File: src/rtl/counter_param.sv
// Loadable up/down counter with terminal count and a one-cycle wrap pulse.
// Define COUNTER_PARAM_SAT_EN to saturate at the boundaries instead of wrapping.
module counter_param #(
    parameter int unsigned     WIDTH = 8,
    parameter longint unsigned MAX   = (64'd1 << WIDTH) - 64'd1
) (
    input  logic             clk,
    input  logic             clr_n,
    input  logic             l,
    input  logic             s_s,
    input  logic             up,
    input  logic [WIDTH-1:0] d,
    output logic [WIDTH-1:0] c,
    output logic             tc,
    output logic             wrap
);

    localparam logic [WIDTH-1:0] MAX_V  = WIDTH'(MAX);
    localparam logic [WIDTH-1:0] ZERO_V = '0;
    localparam logic [WIDTH-1:0] ONE_V  = WIDTH'(1);

    logic [WIDTH-1:0] c_nxt;
    logic             wrap_nxt;
    logic             at_bound;

    // A boundary is MAX when counting up, zero when counting down.
    assign at_bound = up ? (c == MAX_V) : (c == ZERO_V);
    assign tc       = at_bound;

    // Next-state: load beats count beats hold.
    always_comb begin
        c_nxt    = c;
        wrap_nxt = 1'b0;
        if (l) begin
            c_nxt = (d > MAX_V) ? MAX_V : d;
        end else if (s_s) begin
            if (at_bound) begin
                wrap_nxt = 1'b1;
`ifdef COUNTER_PARAM_SAT_EN
                c_nxt    = c;
`else
                c_nxt    = up ? ZERO_V : MAX_V;
`endif
            end else if (up) begin
                c_nxt = c + ONE_V;
            end else begin
                c_nxt = c - ONE_V;
            end
        end
    end

    // Count and wrap registers with synchronous clear.
    always_ff @(posedge clk) begin
        if (!clr_n) begin
            c    <= ZERO_V;
            wrap <= 1'b0;
        end else begin
            c    <= c_nxt;
            wrap <= wrap_nxt;
        end
    end

endmodule
File: config.mk
export PLATFORM = sky130hd
export DESIGN_NAME = counter_param
export DESIGN_NICKNAME = d
export VERILOG_FILES = /design/src/rtl/counter_param.sv
export SDC_FILE = /design/constraint.sdc
export NUM_CORES = 1
export LEC_CHECK = 0
export ABC_AREA = 1
export ABC_CLOCK_PERIOD_IN_PS = 3300
export CORE_ASPECT_RATIO = 1.25
export CORE_MARGIN = 4
export CORE_UTILIZATION = 47
export DETAILED_ROUTE_END_ITERATION = 8
export PLACE_DENSITY = 0.81
export SYNTH_ARGS = -nofsm -noshare
export SYNTH_HDL_FRONTEND = slang
export SYNTH_SLANG_ARGS = --single-unit
File: constraint.sdc
create_clock -name clk -period 3.3 [get_ports clk]
set_clock_uncertainty 0.15 [all_clocks]
set_input_delay 0.33 -clock clk [delete_from_list [all_inputs] [get_ports clk]]
set_output_delay 0.33 -clock clk [all_outputs]
set_load 0.03 [all_outputs]
==> results.cfg, run 1 <==
[status]
status = completed

[worst_setup_path]
crit_path_end_kind = output pin
path_buf_inv = 3
critPathTopFamily = buffers and inverters
path_max_fanout = 4
r2r-start = c[0]
startpoint = up
endpoint = tc
slowest_delay_ns = 0.66
cp.arrival_ns = 2.06
rrSetupSlack_ns = 1.53
worstPathRequired_ns = 2.82
path_cells = clkdlybuf4s50_1, nand3_1, nor3_1, nor2_1, inv_1, clkdlybuf4s50_1
start_kind = input pin
critPathSlowestCell = clkdlybuf4s50_1
crit_cells = 6
timing.rr.end = c[6]
critPathKind = in2out
rr_worst_depth = 10
cpMostUsedCell = clkdlybuf4s50_1

[logic_synthesis]
syn_nets = 147
synth_mux_area_share_pct = 0
synth-simple-area-share_pct = 41.5
synth_edf_count = 0
synth_compound_gate_area_share_pct = 14.0
yosysWarnings = 0
synth_xor_area_share_pct = 1.08
syn-instance-count = 127
synth-async-reset-ratio_pct = 0
synth_flop_cell = dfxtp_1
synth_top_family_by_area = simple AND/OR/NAND/NOR gates
yosysUniqueCellTypes = 23
ys_seq_elements = 9
syn_area_um2 = 815
synth_adder_area_share_pct = 11.7
yosysSeqAreaShare_pct = 22.1
synth.avg_cell_area_um2 = 6.41

[detailed_routing]
route.detailed.drc = 0
first_iter_violations = 19
num_vias = 894
routed_wirelength_mm = 2.10
avgRoutedWirePerCell_um = 12.3
drt_first_pass_iters = 4
vias_per_cell = 5.23
ant_nets = 0

[sta]
period_needed_ns = 2.54
hold_violations = 0
setup_violations = 0
rsz0062_at_grt = false
tightest_slew_ns = 0.328
slew_violations = 0
tns_ns = 0
fmax_mhz = 394
layout_worst_path_cycle_share_pct = 76.8
relSlewSlack_pct = 78.1

[cts]
clk_path_buf_depth = 2
ctsResizeCount = 0
postCtsHoldBufs = 0
clk_pin_slew_ns = 0.06
cts_tree = yes
cts.sink_count = 9
cts_buffers = 3
root_buffer = clkbuf_4
h-tree-depth = 1
post_cts_buffers = 0
insertion_delay_ns = 0.26

[global_routing]
grt_max_degree = 10
grt_pass1_vias = 822
overflow = 0
antenna_found_initial = 0
track_usage_pct = 20.1
grt_pass1_wl_mm = 3.55

[job]
cap_violations = 0

[power]
worst_ir_drop_vdd_uv = 244
p_int_uw = 242
p_clk_share_pct = 21.8
power.switching_uw = 156
power_frac_seq_pct = 33.9
power_leakage_uw = 0.000514
swShare_pct = 39.3
p_comb_share_pct = 44.3
p_per_area_nw_per_um2 = 367

[final_layout]
syn2layout_area_growth_pct = 33.0
antenna_cells = 0
finalNonFillerCells = 171
layout-drive-gt1-share_pct = 13.1
nets = 174

[floorplan]
ioPinCount = 23
core_um2 = 1600
row_count = 16
start_util_pct = 50.9
die_x_um = 45.2
die_area_um2 = 2470
fp.dieH_um = 54.5

[placement]
port_buffers = 22
dpl.hpwl_mm = 1.74
dp.cells = 167
gp_congestion = 0.842

[hold_path]
hold_class = reg2reg
## placed cells by master (no fill, tap or decap), types with 2 or more instances in the layout
cell type	Yosys	layout
clkbuf_4	0	3
nand4_1	2	2
nand3_1	11	11
nand2_2	2	2
clkinv_1	2	2
o221ai_1	5	5
nand2_1	28	28
nor2_2	4	4
nand3_2	2	2
a21oi_1	8	8
a21oi_2	2	2
inv_1	16	16
dfxtp_1	9	9
inv_2	3	3
ha_1	6	6
clkdlybuf4s50_1	0	22
nor3_2	2	2
nor2_1	18	18
## tightest hold or removal path, delay by kind of cell, from the launching register on
family / cells / cell delay, ns
flip-flops: 1 / 0.35
AND/OR/NAND/NOR: 1 / 0.08
AO/OA/AOI/OAI: 1 / 0.06
## worst min-delay path by stage
stage	to	startpoint	slack, ns	cells past startpoint
finish	c[5]	c[5]	0.39	2
global route	c[5]	c[5]	0.41	2
CTS	c[5]	c[5]	0.39	2
detailed placement	c[5]	c[5]	0.38	2
global placement	c[5]	c[5]	0.37	2
floorplan	c[0]	clr_n	0.32	2
## cell families (layout without fill, tap and decap cells)
logic type,after synthesis,after routing
buffers and inverters,21,47
AOI/OAI and AO/OA,17,17
xor gates and xnor gates,1,1
and+or+nand+nor,72,72
DFF,9,9
adders and majority gates,7,7
## area by class of cell
type | instances | area (um2)
timing repair buffer | 22 | 220
multi-input combinational | 97 | 556
clock buffer | 4 | 26.3
inverter | 21 | 78.8
sequential | 9 | 180
fill | 163 | 518
tap | 18 | 22.5
## layer usage
metal	routed length [um]	GRT usage, %	up-vias
met5	0	0	-
met4	18	8.78	0
met3	90	3.62	2
met2	1110	35.4	21
met1	885	23.5	403
li1	-	-	468
## cells in the mapped netlist, types with 2 or more instances
library cell	instances	area [um2]
nand2_2	2	12.5
inv_1	16	60.1
a21oi_2	2	17.5
o221ai_1	5	43.8
nor2_1	18	67.6
inv_2	3	11.3
clkinv_1	2	7.51
nor3_2	2	20.0
nand3_2	2	20.0
nand4_1	2	12.5
nand2_1	28	105
nor2_2	4	25.0
a21oi_1	8	40.0
dfxtp_1	9	180
ha_1	6	75.1
nand3_1	11	55.1
## registers in the layout, indices dropped and copies added, names as in the netlist
name  flops
wrap      1
c         8
## metrics by stage
| step | setup slack, ns | total power [uW] | utilization [%] | hold WS [ns] | area, um2 |
|---|---|---|---|---|---|
| floorplan | 1.59 | 252 | - | 0.318 | 815 |
| global placement | 0.791 | 309 | 66.0 | 0.373 | 1060 |
| detailed placement | 0.762 | 313 | 66.0 | 0.382 | 1060 |
| CTS | 0.753 | 401 | 67.7 | 0.392 | 1080 |
| global route | 0.651 | 428 | 67.7 | 0.406 | 1080 |
| finish | 0.764 | 398 | 67.7 | 0.389 | 1080 |
## power by group through the flow
| stage | Clock (uW) | Sequential (uW) | Combinational, uW |
|---|---|---|---|
| 2_1_floorplan | 0 | 152 | 100 |
| 3_3_place_gp | 0 | 136 | 172 |
| 3_5_place_dp | 0 | 137 | 176 |
| 4_1_cts | 88.6 | 135 | 177 |
| 5_1_grt | 94.5 | 137 | 196 |
| 6_report | 86.8 | 135 | 176 |
Power figures use the tool's default switching activity.
==> run 2: changes to the inputs <==
--- a/config.mk
+++ b/config.mk
@@ -6,12 +6,12 @@
 export NUM_CORES = 1
 export LEC_CHECK = 0
 export ABC_AREA = 1
-export ABC_CLOCK_PERIOD_IN_PS = 3300
+export ABC_CLOCK_PERIOD_IN_PS = 2450
 export CORE_ASPECT_RATIO = 1.25
 export CORE_MARGIN = 4
-export CORE_UTILIZATION = 47
+export CORE_UTILIZATION = 46
 export DETAILED_ROUTE_END_ITERATION = 8
-export PLACE_DENSITY = 0.81
+export PLACE_DENSITY = 0.79
 export SYNTH_ARGS = -nofsm -noshare
 export SYNTH_HDL_FRONTEND = slang
 export SYNTH_SLANG_ARGS = --single-unit
==> constraint.sdc (replaced) <==
create_clock -name clk -period 2.45 [get_ports clk]
set_clock_uncertainty 0.15 [all_clocks]
set_input_delay 0.245 -clock clk [delete_from_list [all_inputs] [get_ports clk]]
set_output_delay 0.245 -clock clk [all_outputs]
set_load 0.03 [all_outputs]
==> run 2 against run 1 <==
Compared with the run above: flip-flop and latch count is the same; total power grew 36%; clock-buffer cell count is the same; first-iteration DRC count grew 16%; worst setup slack lost 0.34 ns; combinational power grew 38%; clock power grew 38%; worst hold slack lost 0.0042 ns; sequential share of layout area shrank 0.15 points; non-clock buffer count grew 1; final cell count grew 0.58%; largest power group unchanged.
==> results.cfg, run 2 (synthesis gave the netlist of run 1 again) <==
[final_layout]
finish.instance_area_um2 = 1090
layout-drive-gt1-share_pct = 13.6
antenna_cells = 0
syn2layout_area_growth_pct = 34.3
largest_reg_flops = 8
final_common_cell = nand2_1
fillerInstances = 153
finalNonFillerCells = 172
layout_common_cells = 28 x nand2_1, 21 x clkdlybuf4s50_1, 18 x nor2_1, 16 x inv_1, 11 x nand3_1
utilization_pct = 67.4
top_regs = c (8), wrap (1)
nets = 175
top_register = c

[placement]
gp_congestion = 0.837
port_buffers = 22
dpl.hpwl_mm = 1.72
dp.cells = 168
dpl_cell_area_um2 = 1060

[power]
p_per_area_nw_per_um2 = 494
power_leakage_uw = 0.000537
worst_ir_drop_vdd_uv = 311

[worst_setup_path]
critPathKind = in2reg
path_cells = clkdlybuf4s50_1, inv_1, fa_1, nand2_1, nand2_1, nand2_1, xor2_1, nor2_1, nor2_1, nor2_1
cp.arrival_ns = 2.04
critPathSlowestCell = clkdlybuf4s50_1
path_max_fanout = 7
rrSetupSlack_ns = 0.63
slowest_delay_ns = 0.55
start_kind = input pin
crit_path_end_kind = flop
worstPathRequired_ns = 2.46
critPathTopFamily = buffers and inverters
path_buf_inv = 2

[detailed_routing]
routed_wirelength_mm = 2.04
avgRoutedWirePerCell_um = 11.9
ant_nets = 0
first_iter_violations = 22
num_vias = 917
vias_per_cell = 5.33
route.detailed.drc = 0
drt_first_pass_iters = 4

[cts]
h-tree-depth = 1
insertion_delay_ns = 0.27
clk_path_buf_depth = 2
clk_pin_slew_ns = 0.07
root_buffer = clkbuf_4
postCtsHoldBufs = 0
cts_tree = yes
cts_buffers = 3
cts.sink_count = 9

[global_routing]
track_usage_pct = 19.8
grt_pass1_wl_mm = 3.66
overflow = 0
grt_pass1_vias = 902
antenna_found_initial = 0
grt_max_degree = 10

[sta]
relSlewSlack_pct = 78.9
whs_ns = 0.385
tns_ns = 0
slew_violations = 0
layout_worst_path_cycle_share_pct = 82.6
setup_violations = 0
period_needed_ns = 2.02
tightest_slew_ns = 0.316
rsz0062_at_grt = false
fmax_mhz = 494
hold_violations = 0

[floorplan]
core_um2 = 1620
die_x_um = 45.6
start_util_pct = 50.2
row_count = 16
ioPinCount = 23
fp.dieH_um = 55.0
die_area_um2 = 2510

[job]
cap_violations = 0

[hold_path]
hold_class = reg2reg

[status]
status = completed
-- run 2: report_power, final --
group / internal (uW) / leakage (uW) / switching, uW / total, uW
clock network: 63.0 / 0.0000150 / 56.8 / 120
logic: 105 / 0.000447 / 138 / 242
registers: 160 / 0.0000748 / 18.7 / 178
-- run 2: repair_timing --
action,4_1_cts,5_1_grt
resized for setup,0,1
buffers inserted,0,0
endpoints found under the setup margin,0,1
-- run 2: path summary, 6_finish.rpt --
check | startpoint | endpoint | depth (start not counted)
max | up | c[4] | 10
min | c[5] | c[5] | 2
max reg2reg | c[0] | c[4] | 9
min reg2reg | c[5] | c[5] | 2
-- run 2: per-layer routing --
metal | vias up | share of wire [%] | global-route usage, %
met1 | 409 | 42 | 22.6
met2 | 28 | 51 | 35.8
met5 | - | 0 | 0
met4 | 0 | 1.5 | 7.32
li1 | 476 | - | -
met3 | 4 | 5.7 | 3.88
-- run 2: through the flow --
| step | power (uW) | worst slack [ns] |
|---|---|---|
| 5_1_grt | 582 | 0.227 |
| 4_1_cts | 543 | 0.0813 |
| 3_3_place_gp | 418 | 0.0929 |
| 2_1_floorplan | 340 | 0.742 |
| 3_5_place_dp | 423 | 0.0917 |
| 6_report | 540 | 0.427 |
-- run 2: area by class of cell --
cell class | count | area (um2) | area share [%]
clock buffer | 4 | 26.3 | 2.40
multi-input combinational | 97 | 556 | 50.8
timing repair buffer | 23 | 230 | 21.1
sequential | 9 | 180 | 16.5
tap | 18 | 22.5 | 2.06
inverter | 21 | 78.8 | 7.21
-- run 2: worst reg2reg max path, cell delays in order, from the launching register on --
cell	delay (ns)
dfxtp_1	0.31
buf_4	0.16
fa_1	0.43
nand2_1	0.10
nand2_1	0.08
nand2_1	0.08
xor2_1	0.19
nor2_1	0.06
nor2_1	0.10
nor2_1	0.04
